### src/rtl/fanout_capture_serializer.sv
// rtl/fanout_capture_serializer.sv - capture fanned-out copies, check agreement, serialize LSB first
module fanout_capture_serializer #(
    parameter int WIDTH = 20,
    parameter int CW    = 5
) (
    input  logic             clk,
    input  logic             rst_n,
    input  logic             start,
    input  logic [WIDTH-1:0] lines,
    output logic             ser_data,
    output logic             ser_valid,
    input  logic             ser_ready,
    output logic             busy,
    output logic             done,
    output logic             mismatch,
    output logic [CW-1:0]    ones_count
);

    localparam int BW = $clog2(WIDTH + 1);

    typedef enum logic [1:0] {IDLE, SHIFT, REPORT} state_t;

    state_t           state_q, state_d;
    logic [WIDTH-1:0] sreg_q, sreg_d;
    logic [BW-1:0]    bcnt_q, bcnt_d;
    logic             valid_q, valid_d;
    logic             busy_q, busy_d;
    logic             done_q, done_d;
    logic             mm_q, mm_d;
    logic [CW-1:0]    ones_q, ones_d;
    logic [CW-1:0]    pop;

    always_comb begin
        pop = '0;
        for (int i = 0; i < WIDTH; i++) begin
            pop = pop + CW'(lines[i]);
        end
    end

    always_comb begin
        state_d = state_q;
        sreg_d  = sreg_q;
        bcnt_d  = bcnt_q;
        valid_d = valid_q;
        busy_d  = busy_q;
        done_d  = 1'b0;
        mm_d    = mm_q;
        ones_d  = ones_q;
        case (state_q)
            IDLE: begin
                valid_d = 1'b0;
                busy_d  = 1'b0;
                if (start) begin
                    sreg_d  = lines;
                    bcnt_d  = '0;
                    ones_d  = pop;
                    // copies disagree unless every copy read the same value
                    mm_d    = (pop != '0) && (pop != CW'(WIDTH));
                    valid_d = 1'b1;
                    busy_d  = 1'b1;
                    state_d = SHIFT;
                end
            end
            SHIFT: begin
                if (valid_q && ser_ready) begin
                    sreg_d = sreg_q >> 1;
                    bcnt_d = bcnt_q + 1'b1;
                    if (bcnt_q == BW'(WIDTH - 1)) begin
                        valid_d = 1'b0;
                        done_d  = 1'b1;
                        state_d = REPORT;
                    end
                end
            end
            REPORT: begin
                busy_d  = 1'b0;
                state_d = IDLE;
            end
            default: state_d = IDLE;
        endcase
    end

    always_ff @(posedge clk or negedge rst_n) begin
        if (!rst_n) begin
            state_q <= IDLE;
            sreg_q  <= '0;
            bcnt_q  <= '0;
            valid_q <= 1'b0;
            busy_q  <= 1'b0;
            done_q  <= 1'b0;
            mm_q    <= 1'b0;
            ones_q  <= '0;
        end else begin
            state_q <= state_d;
            sreg_q  <= sreg_d;
            bcnt_q  <= bcnt_d;
            valid_q <= valid_d;
            busy_q  <= busy_d;
            done_q  <= done_d;
            mm_q    <= mm_d;
            ones_q  <= ones_d;
        end
    end

    assign ser_data   = sreg_q[0];
    assign ser_valid  = valid_q;
    assign busy       = busy_q;
    assign done       = done_q;
    assign mismatch   = mm_q;
    assign ones_count = ones_q;

endmodule
### config.mk
export PLATFORM = sky130hd
export DESIGN_NAME = fanout_capture_serializer
export DESIGN_NICKNAME = d
export VERILOG_FILES = /design/src/rtl/fanout_capture_serializer.sv
export SDC_FILE = /design/constraint.sdc
export NUM_CORES = 1
export LEC_CHECK = 0
export BUFFER_PORTS_ARGS = -buffer_cell sky130_fd_sc_hd__buf_2
export CORE_MARGIN = 4
export CORE_UTILIZATION = 50
export DETAILED_ROUTE_END_ITERATION = 12
export GPL_ROUTABILITY_DRIVEN = 1
export GPL_TIMING_DRIVEN = 0
export PLACE_DENSITY = 0.8
export REMOVE_ABC_BUFFERS = 1
export SYNTH_ARGS = -nofsm -noshare
export SYNTH_HDL_FRONTEND = slang
export SYNTH_SLANG_ARGS = --single-unit
### constraint.sdc
create_clock -name clk -period 1.7 [get_ports clk]
set_input_delay 0.085 -clock clk [delete_from_list [all_inputs] [get_ports clk]]
set_output_delay 0.085 -clock clk [all_outputs]
set_load 0.05 [all_outputs]
==> results of run 1 <==
-- sequential cells by signal, indices dropped and copies added (netlist names) --
register	cells
ones_count	5
busy	1
sreg_q	20
done	1
bcnt_q	5
state_q	2
ser_valid	1
mismatch	1
-- logic make-up after synthesis --
| group | synth area share, % |
|---|---|
| simple gates | 13.0 |
| compound gates | 11.3 |
| flops | 42.7 |
| buf+inv | 7.11 |
| fa+ha+maj | 18.0 |
| mux | 6.22 |
| xor+xnor | 1.66 |
-- metal layers --
layer | wire length [um] | vias to the layer above
li1 | - | 766
met1 | 1920 | 749
met2 | 2320 | 38
met3 | 209 | 11
met4 | 106 | 0
met5 | 0 | -
-- area by class of cell --
type	instances	area, um2
fill	317	1460
multi-input combinational	144	1150
sequential	36	901
timing repair buffer	38	258
inverter	25	93.8
clock buffer	6	72.6
tap	50	62.6
clock inverter	2	35.0
-- worst paths after layout --
check | slack, ps | start | endpoint | cells after the start
setup / recovery | -2030 | lines[3] | mismatch | 15
hold / removal | 120 | lines[9] | sreg_q[9] | 3
setup reg to reg | 100 | state_q[0] | sreg_q[18] | 5
hold reg to reg | 480 | ones_count[0] | ones_count[0] | 2
max in group asynchronous | 770 | rst_n | sreg_q[5] | 2
min in group asynchronous | 420 | rst_n | bcnt_q[4] | 2
-- worst register-to-register path: cells and delay by family (launching register included) --
kind | cells | cell delay, ps
AOI/OAI and AO/OA | 2 | 290
buffers and inverters | 1 | 210
DFF | 1 | 500
and+or+nand+nor | 2 | 480
-- power groups by stage --
stage / clock network, mW / logic, mW / registers (mW)
global placement: 0 / 1.88 / 1.38
finish: 0.735 / 2.34 / 1.39
floorplan: 0 / 1.19 / 1.69
CTS: 0.748 / 2.23 / 1.38
detailed placement: 0 / 1.96 / 1.40
global route: 0.789 / 2.62 / 1.43
-- cells in the mapped netlist (all sizes together) --
cell type,count,area (um2)
dfrtp,36,901
nand2,31,116
o21ai,26,130
inv,25,93.8
nor2,15,63.8
fa,14,280
mux2i,12,120
a21oi,11,55.1
buf,8,47.5
ha,8,100
nor3b,4,41.3
nor2b,3,18.8
xor2,3,26.3
clkbuf,2,8.75
o2111ai,2,17.5
a21o,1,7.51
a22o,1,8.76
a22oi,1,7.51
a31oi,1,6.26
and4b,1,10.0
mux2,1,11.3
nand2b,1,6.26
nand4,1,6.26
o22ai,1,6.26
or2,1,6.26
or3,1,6.26
xnor2,1,8.76
-- layout by cell type (no fill, tap or decap), types with 2 or more instances in the layout --
cell,instances
buf_8,2
inv_1,20
mux2i_1,12
nor2_1,14
fa_1,12
inv_2,5
a21oi_1,10
o21ai_1,4
o21ai_0,22
buf_4,2
dfrtp_1,36
xor2_1,3
clkbuf_8,5
nor2b_4,2
o2111ai_1,2
nor2_4,4
nor3b_1,3
nand2_1,30
buf_2,31
fa_2,2
ha_1,7
-- repair_timing --
| item | 4_1_cts | 5_1_grt |
|---|---|---|
| gates resized for setup | 15 | 12 |
| buffers inserted | 3 | 0 |
| pin swaps | 14 | 6 |
| cloned | 1 | 2 |
| setup endpoints to repair | 28 | 27 |
| hold endpoints to repair | 36 | 0 |
| hold buffers | 1 | 0 |
==> flow_summary_export.csv, run 1 <==
group,metric,value,unit
timing,fin_crit_sh,219,%
power,design_power_total,4.47,mW
timing,skew,7.09,ps
logic_synthesis,ys_types,32,
worst_setup_path,worstPathBufferInverterCount,4,
timing,tightestPinTransition,790,ps
timing,setup_violations,6,
clock_tree,clock_sinks,36,
timing,slew_headroom,47.3,%
grt,grt_pass1_wl,7250,um
route,wl_per_cell,15.1,um
logic_synthesis,seq_area_frac_synth,42.7,%
timing,hold_viol,0,
cells_and_area,fin_nets,296,
place,placed_cell_area,0.00231,mm2
worst_setup_path,path_common_cell,"fa_1",
timing,setup_tns,-10440,ps
worst_setup_path,cp_data_arrival_time,3900,ps
cells_and_area,stdcell_count,301,
route,first_pass_iters,5,
cells_and_area,area_delta_synth_final,21.9,%
power,cellInternalPower,2.61,mW
place,dp_hpwl,2940,um
logic_synthesis,syn_inst,212,
grt,grt_max_degree,37,
grt,antenna_found_initial,0,
logic_synthesis,yosys_register_bits,36,
power,p_sw_share,41.5,%
power,p_seq_share,31.1,%
clock_tree,root_buffer,"clkbuf_8",
min_path,hold_class,"in -> reg",
clock_tree,htreeDepth,2,
place,place_ws,-2590,ps
cells_and_area,post-route-util,63.9,%
place,place.gp.congestion,0.751,
grt,met2_usage,30.8,%
floorplanning,die_area,0.00533,mm2
job,drv_cap,0,
power,static-leakage-power,1.33,nW
clock_tree,insertion_delay,290,ps
floorplanning,die_h,73.0,um
cells_and_area,stdcell_area,0.00257,mm2
power,vdd_drop_max,0.000809,V
worst_setup_path,required,1870,ps
timing,fin_ws,-2030,ps
cells_and_area,diodes,0,
grt,busiest_layer,"met2",
place,io_buffers,33,
clock_tree,cts_buffers,5,
route,vias,1564,
floorplanning,ios,34,
timing,final.min_clock_period,3730,ps
route,drc,0,
grt,grt_pass1_vias,1597,
worst_setup_path,startpoint_type,"input port",
grt,grt-ovfl-total,0,
clock_tree,cts_tree,"built",
power,switching_power,1.85,mW
timing,timing.fmax,268,MHz
route,ant_nets,0,
route,drt_wl_total,4560,um
worst_setup_path,setup.worst_path.class,"in -> reg",
worst_setup_path,path_cells,"buf_8, fa_1, inv_1, fa_2, fa_1, fa_1, fa_1, inv_2, ha_4, inv_2, fa_2, nor2b_4, or2_4, o22ai_2, a31oi_1",
floorplanning,rows,23,
worst_setup_path,critical_path.max_fanout,2,
run_status,status,"finished, violations left",
grt,grt_use_met3,4.96,%
power,p_comb_share,52.5,%
grt,use_met1,21.6,%
run_status,violations,"negative setup slack",
logic_synthesis,syn-cell-area,0.00211,mm2
worst_setup_path,critPathMaxStageDelay,540,ps
worst_setup_path,cp-end-kind,"register",
timing,hold_slack,116,ps
floorplanning,core,0.00403,mm2
timing,final_max_slew_viol_count,0,
floorplanning,die_w,73.0,um
clock_tree,cts_buffer_depth,2,
power,p_per_area,1740,mW/mm2
clock_tree,clk_pin_slew_worst_paths,70,ps
grt,grt_usage,18.1,%
floorplanning,start_util,52.4,%
route,drt_iter0_markers,81,
worst_setup_path,slowest_stage,"fa_1",
place,place_inst,286,
cells_and_area,drive_gt1_share,26.7,%
logic_synthesis,synth_warnings,0,
route,drt-vias-per-instance,5.20,
timing,rsz0062_at_grt,"yes",
logic_synthesis,avgSynthCellArea,9.96,um2
worst_setup_path,critPathTopFamily,"adder cells",
power,p_clk_share,16.4,%
No activity file was read; power rests on OpenSTA's default activity.
==> run 2, diff against run 1 <==
Settings changed: CORE_ASPECT_RATIO from default to 0.8.
==> run 2 against run 1 <==
  * The run still ends with negative setup slack left
  * Clock-buffer cell count stayed put
  * Combinational power is 2% higher
  * Via count is 2.3% higher
  * Critical endpoint unchanged
  * Highest routed layer unchanged
==> flow_summary_export.csv, run 2 (synthesis gave the netlist of run 1 again) <==
group,metric,value,unit
run_status,status,"finished, violations left",
run_status,violations,"negative setup slack",
worst_setup_path,cp_data_arrival_time,3880,ps
timing,hold_viol,0,
timing,setup_violations,6,
cells_and_area,stdcell_area,0.00256,mm2
grt,grt_pass1_vias,1632,
worst_setup_path,cp-end-kind,"register",
cells_and_area,drive_gt1_share,27.3,%
cells_and_area,final_cell_mix,"dfrtp_1 (36), buf_2 (31), nand2_1 (30)",
cells_and_area,final_common_cell,"dfrtp_1",
power,static-leakage-power,1.33,nW
timing,setup_tns,-10690,ps
grt,grt_pass1_wl,7310,um
place,dp_hpwl,2950,um
grt,grt-ovfl-total,0,
route,drt_iter0_markers,128,
timing,final_max_slew_viol_count,0,
timing,timing.fmax,268,MHz
timing,rsz0062_at_grt,"yes",
route,drt-vias-per-instance,5.19,
clock_tree,cts_buffer_depth,2,
worst_setup_path,setup.worst_path.class,"in -> reg",
floorplanning,core,0.00393,mm2
power,vdd_drop_max,0.000794,V
grt,antenna_found_initial,0,
clock_tree,htreeDepth,2,
grt,grt_max_degree,37,
power,p_comb_share,55.1,%
floorplanning,rows,20,
route,wl_per_cell,14.5,um
cells_and_area,largest_reg_flops,20,
clock_tree,root_buffer,"clkbuf_8",
cells_and_area,regMostFlops,"sreg_q",
route,first_pass_iters,4,
cells_and_area,diodes,0,
timing,slew_headroom,47.0,%
clock_tree,cts_buffers,5,
worst_setup_path,required,1850,ps
clock_tree,clock_sinks,36,
timing,skew,8.46,ps
cells_and_area,stdcell_count,308,
power,switching_power,1.83,mW
route,drc,0,
place,io_buffers,33,
clock_tree,cts_tree,"built",
timing,fin_ws,-2030,ps
floorplanning,die_h,66.1,um
floorplanning,ios,34,
route,ant_nets,0,
cells_and_area,post-route-util,65.3,%
worst_setup_path,critical_path.max_fanout,2,
clock_tree,clk_pin_slew_worst_paths,70,ps
floorplanning,start_util,53.8,%
min_path,hold_depth,3,
grt,grt_usage,18.2,%
timing,fin_crit_sh,219,%
cells_and_area,fin_nets,299,
power,cellInternalPower,2.49,mW
timing,final.min_clock_period,3730,ps
cells_and_area,area_delta_synth_final,21.4,%
route,drt_wl_total,4480,um
place,place_inst,291,
power,p_clk_share,12.9,%
min_path,hold_class,"in -> reg",
power,p_sw_share,42.4,%
clock_tree,insertion_delay,280,ps
worst_setup_path,startpoint_type,"input port",
place,placed_cell_area,0.00231,mm2
floorplanning,die_area,0.00533,mm2
job,drv_cap,0,
timing,tightestPinTransition,796,ps
place,place.gp.congestion,0.760,
worst_setup_path,rr_worst_depth,3,
power,p_per_area,1690,mW/mm2
power,p_seq_share,32.0,%
power,design_power_total,4.33,mW
route,vias,1600,
floorplanning,die_w,80.7,um
-- run 2: changes by cell type in the layout (fill, tap and decap cells not counted) --
cell,previous run,this run
buf_16,1,0
buf_6,0,1
inv_1,20,21
bufinv_16,1,0
xnor2_2,0,1
o21ai_0,22,21
o21ai_1,4,5
xnor2_1,1,0
buf_4,2,5
inv_2,5,4
-- run 2: cell type report --
type                            instances  area, um2
Fill cell                             306       1370
Multi-Input combinational cell        144       1160
Sequential cell                        36        901
Timing Repair Buffer                   41        264
Inverter                               25       93.8
Clock buffer                            6       72.6
Tap cell                               55       68.8
Clock inverter                          1       5.00
-- run 2: power by group through the flow --
stage	clock network [mW]	logic (mW)	registers [mW]
3_5_place_dp	0	1.95	1.39
4_1_cts	0.572	2.23	1.38
3_3_place_gp	0	1.87	1.38
5_1_grt	0.612	2.68	1.44
6_report	0.558	2.38	1.38
2_1_floorplan	0	1.19	1.69
-- run 2: worst paths after layout --
| path | end | slack [ps] | from |
|---|---|---|---|
| min in group asynchronous | ones_count[3] | 430 | rst_n |
| hold / removal | sreg_q[19] | 110 | lines[19] |
| hold reg to reg | ones_count[0] | 480 | ones_count[0] |
| max in group asynchronous | sreg_q[13] | 760 | rst_n |
| setup reg to reg | bcnt_q[0] | 160 | state_q[1] |
| setup / recovery | mismatch | -2030 | lines[3] |
-- run 2: layer usage --
layer | global-route usage [%] | up-vias | routed length (um)
li1 | - | 774 | -
met1 | 22.7 | 763 | 1950
met2 | 30.2 | 52 | 2110
met3 | 4.50 | 11 | 310
met4 | 7.59 | 0 | 101
met5 | 0 | - | 0
-- run 2: through the flow --
stage,hold slack (ps),setup slack (ps)
CTS,112,-1980
detailed placement,217,-2540
finish,113,-2030
global placement,222,-2540
floorplan,-211,-2210
global route,112,-2180
-- run 2: timing repair --
action                                  CTS  global route
buffers inserted                          1             5
endpoints found under the setup margin   27            31
hold endpoints to repair                 36             0
gates cloned                              1             2
pin swaps                                14             9
hold buffers                              1             0
gates resized for setup                  16            11
-- run 2: critical path, stage by stage --
cell and delay [ps]:
buf_6 100, fa_1 540, inv_1 70, fa_2 550, fa_1 430, fa_1 520, fa_1 430, inv_2 80
ha_4 130, inv_2 40, fa_2 370, nor2b_4 140, or2_4 230, o22ai_2 80, a31oi_1 90
==> run 3, diff against run 2 <==
Settings changed: ABC_AREA from default to 1, PLACE_DENSITY 0.8 to 0.79.
==> run 3 against run 2 <==
  * The run still ends with negative setup slack left
  * Cell area is 6.3% higher
  * Clock skew decreased by 1.7 ps
  * Die area increased by 10%
  * Synthesized area grew 12%
  * Sequential power shrank 38%
  * Clock power up 16%
  * Global-route usage shrank 1.5 points
  * Critical path depth is the same
  * Via count up 3.2%
  * Clock-buffer cell count stayed put
  * Register-to-register slack lost 360 ps
  * Critical endpoint is now ones_count[1]
==> flow_summary_export.csv, run 3 <==
group,metric,value,unit
cells_and_area,regMostFlops,"sreg_q",
logic_synthesis,muxShareOfSynthArea,0,%
timing,final.min_clock_period,3690,ps
place,dp_hpwl,3200,um
power,switching_power,0.991,mW
place,place.gp.congestion,0.817,
floorplanning,rows,22,
power,p_comb_share,43.5,%
floorplanning,die_h,69.4,um
worst_setup_path,critPathLaunch,"lines[0]",
power,p_seq_share,32.2,%
logic_synthesis,synth_top_family_by_area,"compound AO/OA/AOI/OAI gates",
power,static-leakage-power,1.37,nW
grt,grt-ovfl-total,0,
clock_tree,cts_buffers,5,
worst_setup_path,worstPathBufferInverterCount,6,
floorplanning,start_util,51.6,%
logic_synthesis,avgSynthCellArea,9.74,um2
worst_setup_path,startpoint_type,"input port",
timing,hold_slack,45.2,ps
timing,final_max_slew_viol_count,0,
logic_synthesis,yosys.area.top_type,"dfrtp_1",
cells_and_area,fin_nets,325,
logic_synthesis,ys.flop_type,"dfrtp_1",
floorplanning,die_w,84.8,um
timing,fin_ws,-1990,ps
clock_tree,htreeDepth,2,
logic_synthesis,synth_most_common_cell,"inv_1",
clock_tree,root_buffer,"clkbuf_8",
worst_setup_path,path_common_cell,"fa_1",
route,ant_nets,0,
power,p_per_area,976,mW/mm2
grt,grt_max_degree,46,
clock_tree,clk_pin_slew_worst_paths,70,ps
timing,tightestPinTransition,832,ps
logic_synthesis,syn-cell-area,0.00236,mm2
timing,fin_crit_sh,217,%
cells_and_area,stdcell_area,0.00273,mm2
logic_synthesis,synthTopCellsByArea,"dfrtp_1 (38%), fa_1 (12%), o211ai_2 (9.0%)",
worst_setup_path,slowest_stage,"fa_1",
floorplanning,core,0.00457,mm2
logic_synthesis,synth-compound-area-share,18.4,%
worst_setup_path,rr_worst_depth,7,
cells_and_area,drive_gt1_share,34.3,%
cells_and_area,final_cell_mix,"inv_1 (43), nand2_1 (39), dfrtp_1 (36)",
route,wl_per_cell,13.0,um
timing,hold_viol,0,
grt,grt_pass1_wl,7690,um
logic_synthesis,synth-edff-count,0,
run_status,status,"finished, violations left",
worst_setup_path,critical_path.max_fanout,2,
route,drc,0,
job,drv_cap,0,
cells_and_area,diodes,0,
clock_tree,clock_sinks,36,
logic_synthesis,ys_async_sr_fraction,100,%
min_path,hold_class,"in -> reg",
worst_setup_path,setup.worst_path.class,"in -> reg",
worst_setup_path,critPathMaxStageDelay,540,ps
timing,slew_headroom,44.5,%
grt,grt_pass1_vias,1643,
logic_synthesis,synth_warnings,0,
worst_setup_path,required,1890,ps
worst_setup_path,cp-end-kind,"register",
floorplanning,ios,34,
route,drt_wl_total,4400,um
grt,grt_usage,16.7,%
clock_tree,cts_tree,"built",
power,p_sw_share,37.3,%
worst_setup_path,r2r-start,"state_q[0]",
timing,timing.fmax,271,MHz
worst_setup_path,crit_path_end,"ones_count[1]",
route,drt_iter0_markers,93,
worst_setup_path,critPathTopFamily,"adder cells",
logic_synthesis,yosys_register_bits,36,
logic_synthesis,syn_inst,242,
logic_synthesis,synth_fa_ha_area_share,16.1,%
run_status,violations,"negative setup slack",
logic_synthesis,synth_common_cells,"inv_1 (50), nand2_1 (41), dfrtp_1 (36), o211ai_2 (17), fa_1 (14)",
logic_synthesis,synth_simple_gate_area_share,14.9,%
worst_setup_path,reg2reg_to,"bcnt_q[2]",
cells_and_area,final_common_cell,"inv_1",
cells_and_area,largest_reg_flops,20,
grt,antenna_found_initial,0,
route,first_pass_iters,4,
place,placed_cell_area,0.00252,mm2
timing,setup_violations,31,
route,drt-vias-per-instance,4.86,
power,vdd_drop_max,0.000619,V
timing,skew,6.75,ps
worst_setup_path,r2r_slack,-200,ps
logic_synthesis,yosys.area.top_type_share,38.2,%
worst_setup_path,path_cells,"buf_8, fa_1, inv_2, fa_1, fa_1, fa_1, fa_1, inv_2, ha_4, inv_2, fa_2, nand3_2, buf_4, buf_6, o21a_1",
cells_and_area,area_delta_synth_final,15.6,%
worst_setup_path,cp_data_arrival_time,3880,ps
timing,rsz0062_at_grt,"yes",
clock_tree,cts_buffer_depth,2,
clock_tree,insertion_delay,300,ps
worst_setup_path,path_depth,15,
power,cellInternalPower,1.67,mW
logic_synthesis,ys_types,33,
route,vias,1651,
logic_synthesis,synthXorXnorAreaFrac,0.743,%
logic_synthesis,seq_area_frac_synth,38.2,%
floorplanning,die_area,0.00588,mm2
power,p_clk_share,24.4,%
place,io_buffers,33,
## run 3: metal layers
metal  routed length [um]  vias to the layer above  part of all wire (%)  track usage [%]
met5                    0                        -                     0                0
met1                 2210                      766                    50             23.7
li1                     -                      844                     -                -
met3                  262                        7                   5.9             6.65
met4                   69                        0                   1.6             4.75
met2                 1870                       34                    42             23.5
## run 3: kinds of logic after synthesis
kind of cell    after synthesis
flops                        36
buf+inv                      60
simple gates                 73
fa+ha+maj                    22
compound gates               49
xor+xnor                      2
## run 3: area by class of cell
| cell class | instances | area (um2) |
|---|---|---|
| Multi-Input combinational cell | 146 | 1220 |
| Clock inverter | 2 | 10.0 |
| Inverter | 52 | 195 |
| Sequential cell | 36 | 901 |
| Clock buffer | 6 | 82.6 |
| Timing Repair Buffer | 38 | 241 |
| Fill cell | 425 | 1840 |
| Tap cell | 60 | 75.1 |
## run 3: worst reg2reg max path: cells and delay by family (launching register included)
kind	cells	cell delay (ps)
xor+xnor	1	150
buf+inv	1	80
flops	1	410
simple gates	5	1210
## run 3: timing repair
action	4_1_cts	5_1_grt
pin swaps	5	3
hold endpoints to repair	36	0
hold buffers	1	0
setup buffers	1	3
resized for setup	14	14
setup endpoints to repair	31	31
## run 3: worst min path at each step
stage          cells after the start    endpoint       from
2_1_floorplan                      0   bcnt_q[0]      rst_n
3_3_place_gp                       1    mismatch      rst_n
3_5_place_dp                       1    mismatch      rst_n
4_1_cts                            3  sreg_q[11]  lines[11]
5_1_grt                            3  sreg_q[13]  lines[13]
6_report                           3  sreg_q[13]  lines[13]
## run 3: power by group through the flow
stage | clock, mW | combinational (mW) | sequential (mW)
floorplan | 0 | 0.706 | 0.873
global placement | 0 | 0.919 | 0.873
detailed placement | 0 | 0.962 | 0.873
CTS | 0.670 | 1.02 | 0.856
global route | 0.708 | 1.34 | 0.855
finish | 0.648 | 1.16 | 0.856
## run 3: stage by stage
stage | util (%) | setup WS [ps] | power, mW | TNS [ps] | instances
after floorplan | - | -2030 | 1.58 | -10780 | 234
after global placement | 55.1 | -2320 | 1.79 | -15850 | 327
after detailed placement | 55.1 | -2380 | 1.83 | -16990 | 327
after CTS | 58.4 | -1940 | 2.54 | -12750 | 337
after global routing | 59.6 | -2040 | 2.90 | -16510 | 340
final | 59.6 | -1990 | 2.66 | -12490 | 340
